<file path="config.mk">
export PLATFORM = sky130hd
export DESIGN_NAME = pwm_ramp_ctrl
export DESIGN_NICKNAME = d
export VERILOG_FILES = /design/src/rtl/pwm_ctrl_pkg.sv /design/src/rtl/pwm_period_timer.sv /design/src/rtl/pwm_ramp_ctrl.sv
export SDC_FILE = /design/constraint.sdc
export NUM_CORES = 1
export LEC_CHECK = 0
export ABC_CLOCK_PERIOD_IN_PS = 7850
export BUFFER_PORTS_ARGS = -buffer_cell sky130_fd_sc_hd__buf_2
export CAP_MARGIN = 40
export CELL_PAD_IN_SITES_DETAIL_PLACEMENT = 1
export CELL_PAD_IN_SITES_GLOBAL_PLACEMENT = 1
export CORE_MARGIN = 5
export CORE_UTILIZATION = 30
export CTS_CLUSTER_DIAMETER = 80
export CTS_CLUSTER_SIZE = 28
export DETAILED_ROUTE_END_ITERATION = 8
export PLACE_DENSITY_LB_ADDON = 0.1
export SETUP_SLACK_MARGIN = 0.05
export SLEW_MARGIN = 20
export SYNTH_ARGS = -nofsm -noshare
export SYNTH_HDL_FRONTEND = slang
export SYNTH_HIERARCHICAL = 1
export SYNTH_SLANG_ARGS = --single-unit
export TNS_END_PERCENT = 50
</file>
<file path="constraint.sdc">
create_clock -name clk -period 7.85 [get_ports clk]
set_input_delay 0.785 -clock clk [delete_from_list [all_inputs] [get_ports clk]]
set_output_delay 0.785 -clock clk [all_outputs]
set_load 0.02 [all_outputs]
</file>
<file path="src/rtl/pwm_ctrl_pkg.sv">
// Shared types, widths and the ramp-step helper for the PWM soft-start slice.
//   state_t      : controller state encoding (IDLE, RAMP, KILL)
//   PWM_PERIOD_W : width of the PWM period counter (1024 clk per period)
//   DUTY_W       : width of the duty command and target
//   ramp_next()  : one slew step of cmd toward target, clamped at target
package pwm_ctrl_pkg;

    localparam int unsigned PWM_PERIOD_W = 10;
    localparam int unsigned DUTY_W       = 8;
    localparam int unsigned DUTY_EXT_W   = DUTY_W + 1;
    localparam int unsigned DIV_W        = 8;

    typedef enum logic [1:0] {
        IDLE = 2'd0,
        RAMP = 2'd1,
        KILL = 2'd2
    } state_t;

    // One step toward tgt. Work in 9 bits so cur + s cannot wrap, and land
    // exactly on tgt when the remaining distance is within one step.
    function automatic logic [DUTY_W-1:0] ramp_next(
        input logic [DUTY_W-1:0] cur,
        input logic [DUTY_W-1:0] tgt,
        input logic [DUTY_W-1:0] stp
    );
        logic [DUTY_EXT_W-1:0] s;
        logic [DUTY_EXT_W-1:0] d;
        logic [DUTY_EXT_W-1:0] r;
        s = (stp == '0) ? DUTY_EXT_W'(1) : {1'b0, stp};
        if (tgt >= cur) begin
            d = {1'b0, tgt} - {1'b0, cur};
            r = (d <= s) ? {1'b0, tgt} : ({1'b0, cur} + s);
        end else begin
            d = {1'b0, cur} - {1'b0, tgt};
            r = (d <= s) ? {1'b0, tgt} : ({1'b0, cur} - s);
        end
        return r[DUTY_W-1:0];
    endfunction

endpackage

</file>
<file path="src/rtl/pwm_period_timer.sv">
// PWM period and ramp-divider timebase.
//   clk, rst     : clock, synchronous active-high reset
//   period_start : one-cycle strobe while pcnt == 2**PERIOD_W-1
//   step_tick    : period_start on the DIV_PERIODS-th boundary
module pwm_period_timer
    import pwm_ctrl_pkg::*;
#(
    parameter int unsigned PERIOD_W    = PWM_PERIOD_W,
    parameter int unsigned DIV_PERIODS = 1
) (
    input  logic clk,
    input  logic rst,
    output logic period_start,
    output logic step_tick
);

    localparam logic [PERIOD_W-1:0] PCNT_LAST = '1;
    localparam logic [PERIOD_W-1:0] PCNT_PRE  = PCNT_LAST - PERIOD_W'(1);
    localparam logic [DIV_W-1:0]    DIV_LAST  = DIV_W'(DIV_PERIODS - 1);

    logic [PERIOD_W-1:0] pcnt;
    logic [DIV_W-1:0]    div_cnt;
    logic                boundary_c;
    logic                pre_boundary_c;

    assign boundary_c     = (pcnt == PCNT_LAST);
    assign pre_boundary_c = (pcnt == PCNT_PRE);

    // Free-running period counter; aligned with the PWM generator at reset release.
    always_ff @(posedge clk) begin
        if (rst) begin
            pcnt <= '0;
        end else begin
            pcnt <= pcnt + PERIOD_W'(1);
        end
    end

    // Counts boundaries 0..DIV_PERIODS-1.
    always_ff @(posedge clk) begin
        if (rst) begin
            div_cnt <= '0;
        end else if (boundary_c) begin
            div_cnt <= (div_cnt == DIV_LAST) ? '0 : div_cnt + DIV_W'(1);
        end
    end

    // Strobes are registered one count early so they sit exactly on pcnt == last.
    // div_cnt only moves on a boundary, so its value one cycle early is the same.
    always_ff @(posedge clk) begin
        if (rst) begin
            period_start <= 1'b0;
            step_tick    <= 1'b0;
        end else begin
            period_start <= pre_boundary_c;
            step_tick    <= pre_boundary_c && (div_cnt == DIV_LAST);
        end
    end

endmodule

</file>
<file path="src/rtl/pwm_ramp_ctrl.sv">
// Soft-start / slew-rate controller for the PWM duty command.
//   clk, rst       : clock, synchronous active-high reset
//   tgt_valid/tgt_duty/tgt_ready : target duty handshake
//   step           : ramp increment per step tick (0 behaves as 1)
//   fault          : level kill request, forces cmd to 0 next cycle
//   clr_fault      : pulse that leaves KILL once fault is low
//   cmd            : duty command, changes only at period boundaries (or on kill)
//   busy           : state is RAMP
//   at_target      : cmd == target outside KILL
//   fault_latched  : state is KILL
//   period_start   : strobe on the last count of each PWM period
module pwm_ramp_ctrl
    import pwm_ctrl_pkg::*;
#(
    parameter int unsigned PERIOD_W    = PWM_PERIOD_W,
    parameter int unsigned DIV_PERIODS = 1
) (
    input  logic              clk,
    input  logic              rst,
    input  logic              tgt_valid,
    input  logic [DUTY_W-1:0] tgt_duty,
    output logic              tgt_ready,
    input  logic [DUTY_W-1:0] step,
    input  logic              fault,
    input  logic              clr_fault,
    output logic [DUTY_W-1:0] cmd,
    output logic              busy,
    output logic              at_target,
    output logic              fault_latched,
    output logic              period_start
);

    state_t            state;
    state_t            state_n;
    logic [DUTY_W-1:0] target;
    logic [DUTY_W-1:0] target_n;
    logic [DUTY_W-1:0] cmd_n;
    logic              step_tick;
    logic              accept_c;

    pwm_period_timer #(
        .PERIOD_W    (PERIOD_W),
        .DIV_PERIODS (DIV_PERIODS)
    ) u_timer (
        .clk          (clk),
        .rst          (rst),
        .period_start (period_start),
        .step_tick    (step_tick)
    );

    assign accept_c = tgt_valid && (state != KILL);

    // State, datapath and status registers; status flags track the next state
    // so they stay registered while matching the decode of the current state.
    always_ff @(posedge clk) begin
        if (rst) begin
            state         <= IDLE;
            cmd           <= '0;
            target        <= '0;
            tgt_ready     <= 1'b1;
            busy          <= 1'b0;
            at_target     <= 1'b1;
            fault_latched <= 1'b0;
        end else begin
            state         <= state_n;
            cmd           <= cmd_n;
            target        <= target_n;
            tgt_ready     <= (state_n != KILL);
            busy          <= (state_n == RAMP);
            at_target     <= (state_n != KILL) && (cmd_n == target_n);
            fault_latched <= (state_n == KILL);
        end
    end

    // Next-state and datapath.
    always_comb begin
        state_n  = state;
        cmd_n    = cmd;
        target_n = target;

        case (state)
            IDLE: begin
                if (accept_c) begin
                    target_n = tgt_duty;
                    state_n  = (tgt_duty == cmd) ? IDLE : RAMP;
                end
            end
            RAMP: begin
                // A tick in the acceptance cycle still steps toward the old target.
                if (step_tick) begin
                    cmd_n = ramp_next(cmd, target, step);
                    if (cmd_n == target) begin
                        state_n = IDLE;
                    end
                end
                if (accept_c) begin
                    target_n = tgt_duty;
                    state_n  = (tgt_duty == cmd_n) ? IDLE : RAMP;
                end
            end
            KILL: begin
                if (clr_fault) begin
                    state_n  = IDLE;
                    cmd_n    = '0;
                    target_n = '0;
                end
            end
            default: begin
                state_n  = IDLE;
                cmd_n    = '0;
                target_n = '0;
            end
        endcase

        // Kill overrides everything except reset, and is not period-aligned.
        if (fault) begin
            state_n  = KILL;
            cmd_n    = '0;
            target_n = '0;
        end
    end

endmodule

</file>
==> results of run 1 <==
==> power groups by stage <==
stage          registers (mW)  logic (mW)  clock network (mW)
3_3_place_gp            0.229       0.189                   0
3_5_place_dp            0.230       0.190                   0
4_1_cts                 0.225       0.192               0.215
6_report                0.225       0.192               0.207
5_1_grt                 0.226       0.211               0.221
2_1_floorplan           0.228       0.137                   0
==> kinds of logic (layout without fill, tap and decap cells) <==
kind of cell	Yosys count	in the layout	share of synthesized area
mux	7	7	0.0162
simple gates	179	179	0.215
compound gates	164	164	0.272
fa+ha+maj	54	54	0.157
xor+xnor	39	39	0.0762
buf+inv	78	98	0.0757
flops	42	42	0.188
==> layout make-up <==
cell class	instances	area, sq um	area share
clock buffers	6	129	0.0263
clock inverters	2	13.8	0.00281
inverters	54	203	0.0413
multi-input cells	443	3300	0.673
flip-flops and latches	42	841	0.171
well taps	184	230	0.0469
repair buffers	36	188	0.0383
==> registers in the layout, indices dropped and copies added (netlist names), 2 cells and up <==
name,cells
cmd,8
state,2
target,8
u_timer/div_cnt,8
u_timer/pcnt,10
==> worst max path at each step <==
stage,startpoint,to,slack (ns),cells after the start
2_1_floorplan,cmd[1],at_target,3.12,19
3_5_place_dp,cmd[1],busy,2.48,18
6_report,cmd[1],busy,2.46,18
5_1_grt,cmd[1],state[0],2.00,18
3_3_place_gp,cmd[1],state[0],2.64,19
4_1_cts,cmd[1],busy,2.44,18
==> stage by stage <==
stage          worst slack (ns)  utilization  hold slack [ns]  instance area [sq um]  cells
3_5_place_dp               2.48        0.327            0.468                   4760    759
4_1_cts                    2.44        0.336            0.482                   4910    767
3_3_place_gp               2.64        0.327            0.456                   4760    759
2_1_floorplan              3.12            -            0.437                   4480    563
5_1_grt                    2.00        0.336            0.536                   4910    767
6_report                   2.46        0.336            0.473                   4910    767
==> cell usage after synthesis (5+ instances only) <==
cell type  count  share of area
and2_1         6         0.0084
and3_1         5         0.0070
mux2i_1        5          0.011
a211o_1        5         0.0098
o22ai_1        5         0.0070
nor3_1        10          0.011
a21oi_1       37          0.041
o21ai_0       19          0.021
a22o_1         6          0.012
nand3_1       11          0.012
a211oi_1       7          0.012
o211ai_1       5         0.0084
nand4_1       16          0.022
nor2_1        55          0.046
nand2_1       28          0.023
xnor2_1       26          0.051
a21o_1        11          0.018
dfxtp_1       42           0.19
o21a_1         6          0.010
nor2b_1       12          0.017
inv_1         54          0.045
ha_1          50           0.14
a22oi_1       11          0.018
a221oi_1      11          0.021
clkbuf_1      12          0.010
or2_2          7         0.0098
xor2_1        13          0.025
or3_1          6         0.0084
==> metal layers <==
layer | share of wire | vias to the layer above | global-route usage | wire length, um
met4 | 0.030 | 0 | 0.0543 | 475
met1 | 0.47 | 2101 | 0.239 | 7470
met2 | 0.46 | 97 | 0.291 | 7330
met5 | 0 | - | 0 | 0
li1 | - | 2076 | - | -
met3 | 0.037 | 36 | 0.0267 | 590
==> flow_summary.toml, run 1 <==
[sta]
drv_slew = 0
period_minus_slack_ns = 5.39
rsz0062_at_grt = "false"
fin_crit_sh = 0.687
fin_skew_ns = 0.00698
finalSetupTns_ns = 0
fmaxAchievable_mhz = 185
finalHoldViolations = 0
setup_viol = 0
max_slew_margin = 0.514
worst_slew_pin_slew_ns = 0.727

[final_layout]
final_nets = 657
mostFrequentLayoutCells = "55 x nor2_1, 54 x inv_1, 50 x ha_1"
drive_above_1_share = 0.113
num_antenna_cells = 0
final_common_cell = "nor2_1"
nFillCells = 1774
syn2layout_area_growth_pct = 9.46

[critical_path]
cp-start-kind = "flop"
worst_r2r_path_depth = 18
end_kind = "flop"
rrSetupSlack_ns = 2.46
timing.rr.start = "cmd[1]"
path_class = "reg -> reg"
cp_num_buf_inv = 2
critPathMaxFanout = 15
cpPeakStageDelay_ns = 0.70
reg2reg_to = "busy"
slowest_stage = "dfxtp_1"
required_ns = 8.04
arrival_ns = 5.58
crit_chain = "inv_1 > fa_1 > a211o_1 > a21oi_1 > inv_1 > a21oi_1 > xnor2_1 > ha_1 > nand4_1 > or2_1 > a221oi_1 > a22oi_2 > a221oi_1 > nor3_1 > a2111oi_4 > o2111ai_1 > nand4bb_1 > a31o_1"
crit_family = "compound AO/OA/AOI/OAI gates"

[placed_design]
routabilityCongestion = 0.871
io_buffer_count = 33
dp_hpwl_um = 12800

[synthesis]
ys_seq_elements = 42
ys_async_sr_fraction = 0
syn_area_sq_um = 4480
syn_nets = 638
ys.flop_type = "dfxtp_1"
avgSynthCellArea_sq_um = 7.96
synth-seq-area-share = 0.188
synth_warnings = 6
synth_edf_count = 0
syn_inst = 563
yosysUniqueCellTypes = 73

[power]
clockPowerShare = 0.331
total_power_mw = 0.624
powerDensity_nw_per_um2 = 127
p_int_mw = 0.406
power.share.sequential = 0.360
switching_share = 0.349
combPwrFrac = 0.308
switchingPower_mw = 0.218
p_leak_nw = 2.04
vdd_drop_max_uv = 75.9

[floorplan]
fp.dieW_um = 132
fp.dieArea_sq_um = 17500
initial_utilization = 0.307
core_area_sq_um = 14600
pin_count = 34
die_y_um = 132
rows = 44

[clocking]
insertion_delay_ns = 0.29
numCtsBuffers = 5
ctsRootBufferMaster = "clkbuf_16"
post_cts_resized = 0
tritoncts = "yes"
htree_levels = 2
cts_setup_buffers = 0
clk_pin_slew_worst_paths_ns = 0.06
cts.sinks = 42
cts_max_path_buffers = 2
postCtsHoldBufs = 0

[detailed_routing]
wl_per_cell_um = 20.7
drtIter0Drc = 276
viasPerCell = 5.62
drc = 0
finalWirelength_um = 15900
dr.pass1.iters = 5
ant_nets = 0
num_vias = 4310

[run]
max_cap_violations = 0

[grt]
grt_antenna_before_repair = 0
grt_max_degree = 27
grt_pass1_vias = 4494
grt_pass1_wl_um = 25300
gr-total-overflow = 0
gr-usage-all-layers = 0.177

[hold_path]
hold_depth = 1
min_from = "u_timer/pcnt[0]"
worstHoldPathType = "reg -> reg"
holdPathEnd = "u_timer/pcnt[0]"

[status]
outcome = "complete, no violations"
(Power assumes the default switching activity.)
==> run 2, diff against run 1 <==
--- a/config.mk
+++ b/config.mk
@@ -5,7 +5,7 @@
 export SDC_FILE = /design/constraint.sdc
 export NUM_CORES = 1
 export LEC_CHECK = 0
-export ABC_CLOCK_PERIOD_IN_PS = 7850
+export ABC_CLOCK_PERIOD_IN_PS = 5100
 export BUFFER_PORTS_ARGS = -buffer_cell sky130_fd_sc_hd__buf_2
 export CAP_MARGIN = 40
 export CELL_PAD_IN_SITES_DETAIL_PLACEMENT = 1
==> constraint.sdc (replaced) <==
create_clock -name clk -period 5.1 [get_ports clk]
set_input_delay 0.51 -clock clk [delete_from_list [all_inputs] [get_ports clk]]
set_output_delay 0.51 -clock clk [all_outputs]
set_load 0.02 [all_outputs]
==> run 2 against run 1 <==
Compared with the run above: clock skew grew 0.0013 ns; power is 61% higher; cell count increased by 2.9%; wire length grew 3.6%; clock power is 57% higher; sequential share of layout area fell by 0.65 points; final area is 4.4% higher; non-clock buffer count rose by 22; combinational power grew 75%; core utilization rose by 1.5 points; critical path depth increased by 2; via count increased by 2.9%; critical path type unchanged; critical endpoint is now state[0]; largest power group unchanged; highest routed layer unchanged.
==> flow_summary.toml, run 2 (same netlist as run 1, synthesis figures left out) <==
[status]
outcome = "complete, no violations"

[detailed_routing]
ant_nets = 0
drtIter0Drc = 288
routed-wl-met2_um = 7830
num_vias = 4433
finalWirelength_um = 16400
viasPerCell = 5.62
top_layer = "met4"
met3_length_um = 590
met1Wirelength_um = 7550
dr.pass1.iters = 6
drc = 0
wl_per_cell_um = 20.8

[placed_design]
routabilityCongestion = 0.879
dp_slack_ns = 0.126
io_buffer_count = 33
dp_hpwl_um = 13100

[sta]
setup_ws_ns = 0.269
finalHoldViolations = 0
fmaxAchievable_mhz = 207
fin_skew_ns = 0.00826
worst_slew_pin_slew_ns = 0.815
setup_viol = 0
rsz0062_at_grt = "true"
finalSetupTns_ns = 0
drv_slew = 0
max_slew_margin = 0.456
fin_crit_sh = 0.947
period_minus_slack_ns = 4.83
worst_hold_slack_ns = 0.487

[final_layout]
drive_above_1_share = 0.162
largest-register = "u_timer/pcnt"
largest_reg_flops = 10
final_common_cell = "nor2_1"
final_nets = 679
num_antenna_cells = 0
syn2layout_area_growth_pct = 14.3
mostFrequentLayoutCells = "55 x nor2_1, 54 x inv_1, 50 x ha_1"
fin_util = 0.351

[clocking]
ctsRootBufferMaster = "clkbuf_16"
numCtsBuffers = 5
tritoncts = "yes"
cts.sinks = 42
cts_max_path_buffers = 2
clk_pin_slew_worst_paths_ns = 0.07
postCtsHoldBufs = 0
insertion_delay_ns = 0.29
htree_levels = 2

[power]
powerDensity_nw_per_um2 = 196
p_leak_nw = 2.16
vdd_drop_max_uv = 114

[critical_path]
arrival_ns = 5.02
crit_chain = "inv_1 > fa_1 > nand3_1 > and2_1 > o21bai_1 > a21oi_1 > xnor2_1 > ha_1 > and3_1 > or3b_1 > o211ai_1 > buf_4 > a211oi_4 > buf_4 > a22o_1 > o22ai_1 > a221oi_1 > o2111ai_1 > a211o_1 > a31o_1"
slowest_stage = "dfxtp_1"
path_class = "reg -> reg"
cp-start-kind = "flop"
cp_num_buf_inv = 3
crit_top_cell = "buf_4"
critPathMaxFanout = 7
required_ns = 5.29
end_kind = "flop"
cpPeakStageDelay_ns = 0.53
crit_family = "compound AO/OA/AOI/OAI gates"

[floorplan]
die_y_um = 132
pin_count = 34
initial_utilization = 0.307
fp.dieW_um = 132
fp.dieArea_sq_um = 17500
rows = 44
core_area_sq_um = 14600

[grt]
grt_pass1_vias = 4753
grt_pass1_wl_um = 26600
gr-total-overflow = 0
grt_antenna_before_repair = 0
gr-usage-all-layers = 0.187
grt_max_degree = 27

[run]
max_cap_violations = 0

[hold_path]
worstHoldPathType = "reg -> reg"
## run 2: cell types whose count changed in the layout (fill, tap and decap cells not counted), sizes merged
cell and delta:
buf +22
## run 2: routing by layer
metal,global-route usage,vias to the layer above
li1,-,2125
met1,0.246,2179
met2,0.316,102
met3,0.0298,27
met4,0.0560,0
met5,0,-
## run 2: per-stage QoR
| stage | std cells | total power, mW | cell area, sq um |
|---|---|---|---|
| floorplan | 563 | 0.562 | 4480 |
| global placement | 773 | 0.659 | 4870 |
| detailed placement | 773 | 0.664 | 4870 |
| CTS | 781 | 0.992 | 5010 |
| global route | 789 | 1.06 | 5120 |
| finish | 789 | 1.00 | 5120 |
## run 2: timing repair
item / CTS / global route
endpoints found under the setup margin: 0 / 5
resized for setup: 0 / 12
endpoints found under the hold margin: 0 / 0
setup buffers: 0 / 8
## run 2: worst paths after layout
| check | start | endpoint | slack (ns) | cells after the start |
|---|---|---|---|---|
| max | target[1] | state[0] | 0.27 | 20 |
| min | u_timer/pcnt[0] | u_timer/pcnt[0] | 0.49 | 1 |
| max reg2reg | target[1] | state[0] | 0.27 | 20 |
| min reg2reg | u_timer/pcnt[0] | u_timer/pcnt[0] | 0.49 | 1 |
## run 2: cell type report
| class | instances | area, sq um |
|---|---|---|
| fill | 1761 | 9470 |
| multi-input combinational | 443 | 3350 |
| sequential | 42 | 845 |
| timing repair buffer | 58 | 353 |
| tap | 184 | 230 |
| inverter | 54 | 203 |
| clock buffer | 6 | 129 |
| clock inverter | 2 | 13.8 |
## run 2: report_power, final
group	leakage [nW]	total (mW)	internal (mW)	switching, mW
clock network	0.0708	0.324	0.182	0.142
registers	0.342	0.345	0.335	0.00935
logic	1.75	0.336	0.133	0.203
==> run 3, diff against run 2 <==
--- a/config.mk
+++ b/config.mk
@@ -7,7 +7,6 @@
 export LEC_CHECK = 0
 export ABC_CLOCK_PERIOD_IN_PS = 5100
 export BUFFER_PORTS_ARGS = -buffer_cell sky130_fd_sc_hd__buf_2
-export CAP_MARGIN = 40
 export CELL_PAD_IN_SITES_DETAIL_PLACEMENT = 1
 export CELL_PAD_IN_SITES_GLOBAL_PLACEMENT = 1
 export CORE_MARGIN = 5
@@ -17,9 +16,8 @@
 export DETAILED_ROUTE_END_ITERATION = 8
 export PLACE_DENSITY_LB_ADDON = 0.1
 export SETUP_SLACK_MARGIN = 0.05
-export SLEW_MARGIN = 20
+export SLEW_MARGIN = 10
 export SYNTH_ARGS = -nofsm -noshare
 export SYNTH_HDL_FRONTEND = slang
-export SYNTH_HIERARCHICAL = 1
 export SYNTH_SLANG_ARGS = --single-unit
 export TNS_END_PERCENT = 50
==> run 3 against run 2 <==
Compared with the run above: sequential power about the same; setup slack improved by 0.12 ns; first-iteration DRC count is 51% lower; critical path type unchanged; count of clock-buffer cells in the layout fell by 1.
==> flow_summary.toml, run 3 <==
[final_layout]
fin_area_sq_um = 4960
mostFrequentLayoutCells = "50 x ha_1, 46 x inv_1, 46 x nor2_1"
final_common_cell = "ha_1"
seq_area_sq_um = 842
multi_input_area_sq_um = 3320
largest_reg_flops = 10
syn2layout_area_growth_pct = 11.8
nFillCells = 1808
final_cells = 771
drive_above_1_share = 0.138
final_nets = 661
largest-register = "u_timer.pcnt"
num_antenna_cells = 0

[detailed_routing]
num_vias = 4208
drtIter0Drc = 142
viasPerCell = 5.46
finalWirelength_um = 15800
ant_nets = 0
drc = 0
dr.pass1.iters = 4
wl_per_cell_um = 20.5

[synthesis]
yosysMostFrequentCell = "ha_1"
yosys-top-cells-count = "50 x ha_1, 46 x inv_1, 46 x nor2_1, 42 x dfxtp_1"
synth_edf_count = 0
post-synth-top-area-cell = "dfxtp_1"
synth_warnings = 0
ys_seq_elements = 42
syn_nets = 632
ys_async_sr_fraction = 0
synth_area_leaders = "dfxtp_1 19%, ha_1 14%, xor2_1 4.3%"
synth-seq-area-share = 0.189
synth_top_area_share = 0.189
avgSynthCellArea_sq_um = 7.97
yosysUniqueCellTypes = 78
syn_inst = 557
syn_area_sq_um = 4440
ys.flop_type = "dfxtp_1"

[grt]
grt_max_degree = 25
grt_pass1_wl_um = 25600
gr-usage-all-layers = 0.180
grt_pass1_vias = 4510
gr-total-overflow = 0
grt_antenna_before_repair = 0

[power]
p_leak_nw = 2.20
vdd_drop_max_uv = 205
powerDensity_nw_per_um2 = 203
total_power_mw = 1.01

[placed_design]
dp_cells = 763
placed_area_sq_um = 4800
routabilityCongestion = 0.833
io_buffer_count = 33
dp_slack_ns = 0.284
dp_hpwl_um = 13100

[clocking]
htree_levels = 2
clk_pin_slew_worst_paths_ns = 0.06
postCtsHoldBufs = 0
cts.sinks = 42
ctsRootBufferMaster = "clkbuf_16"
numCtsBuffers = 5
cts_max_path_buffers = 2
insertion_delay_ns = 0.29
tritoncts = "yes"

[floorplan]
initial_utilization = 0.305
rows = 44
fp.dieArea_sq_um = 17300
core_area_sq_um = 14500
fp.dieW_um = 132
pin_count = 34
die_y_um = 132

[critical_path]
critPathMaxFanout = 9
reg2reg_to = "at_target"
timing.rr.start = "cmd[3]"
required_ns = 5.29
end_kind = "flop"
cp-start-kind = "flop"
arrival_ns = 4.90
path_class = "reg -> reg"
rrSetupSlack_ns = 0.38
worst_r2r_path_depth = 17

[sta]
fin_crit_sh = 0.925
setup_ws_ns = 0.385
max_slew_margin = 0.402
finalSetupTns_ns = 0
fin_skew_ns = 0.00676
setup_viol = 0
fmaxAchievable_mhz = 212
period_minus_slack_ns = 4.72
worst_slew_pin_slew_ns = 0.889
drv_slew = 0
rsz0062_at_grt = "false"
finalHoldViolations = 0

[run]
max_cap_violations = 0

[hold_path]
worstHoldPathType = "reg -> reg"
min_from = "u_timer.pcnt[0]"
hold_depth = 1
holdPathEnd = "u_timer.pcnt[0]"

[status]
outcome = "complete, no violations"
-- run 3: worst max path at each step --
stage           endpoint      start  slack (ns)
2_1_floorplan       busy     cmd[1]        0.81
3_3_place_gp   at_target  target[1]        0.29
3_5_place_dp   at_target     cmd[3]        0.28
4_1_cts        at_target     cmd[3]        0.25
5_1_grt        at_target     cmd[3]        0.09
6_report       at_target     cmd[3]        0.38
-- run 3: layout make-up --
class / count / share of cell area
clock inverter: 3 / 0.00504
timing repair buffer: 44 / 0.0499
inverter: 46 / 0.0348
clock buffer: 5 / 0.0252
tap: 184 / 0.0464
sequential: 42 / 0.170
multi-input combinational: 447 / 0.669
-- run 3: through the flow --
stage,hold slack (ns),utilization
detailed placement,0.474,0.330
finish,0.480,0.342
floorplan,0.441,-
CTS,0.484,0.341
global route,0.508,0.342
global placement,0.461,0.330
-- run 3: worst max-delay path, cell delays in order, from the launching register on --
cell and delay, ns:
dfxtp_1 0.48, inv_1 0.08, ha_1 0.52, nand3_1 0.18, and2_1 0.20, o21bai_1 0.12, a21oi_1 0.09, xnor2_1 0.16
ha_1 0.34, and3_1 0.17, and3_1 0.21, a211oi_4 0.36, o21ai_2 0.17, or4_1 0.54, o211ai_1 0.18, mux2i_1 0.26
nand4_1 0.16, o41ai_2 0.38
-- run 3: timing repair --
item	CTS	global route
buffers inserted	0	0
setup endpoints to repair	0	3
gates resized for setup	0	3
-- run 3: logic make-up after synthesis --
logic type,count (synthesis),synth area share
adders and majority gates,54,0.159
and+or+nand+nor,186,0.218
buffers and inverters,68,0.0648
xor gates and xnor gates,35,0.0691
AOI/OAI and AO/OA,161,0.275
DFF,42,0.189
muxes,11,0.0248
-- run 3: layer usage --
metal  up-vias  global-route usage  part of all wire
met1      2041               0.245              0.47
met4         0              0.0354             0.016
met2        87               0.308              0.48
met5         -                   0                 0
met3        15              0.0195             0.038
li1       2065                   -                 -
-- run 3: power by group --
group,switching [mW],total (mW),internal (mW),leakage [nW]
logic,0.204,0.333,0.130,1.79
clock network,0.143,0.327,0.184,0.0704
registers,0.0105,0.346,0.335,0.341
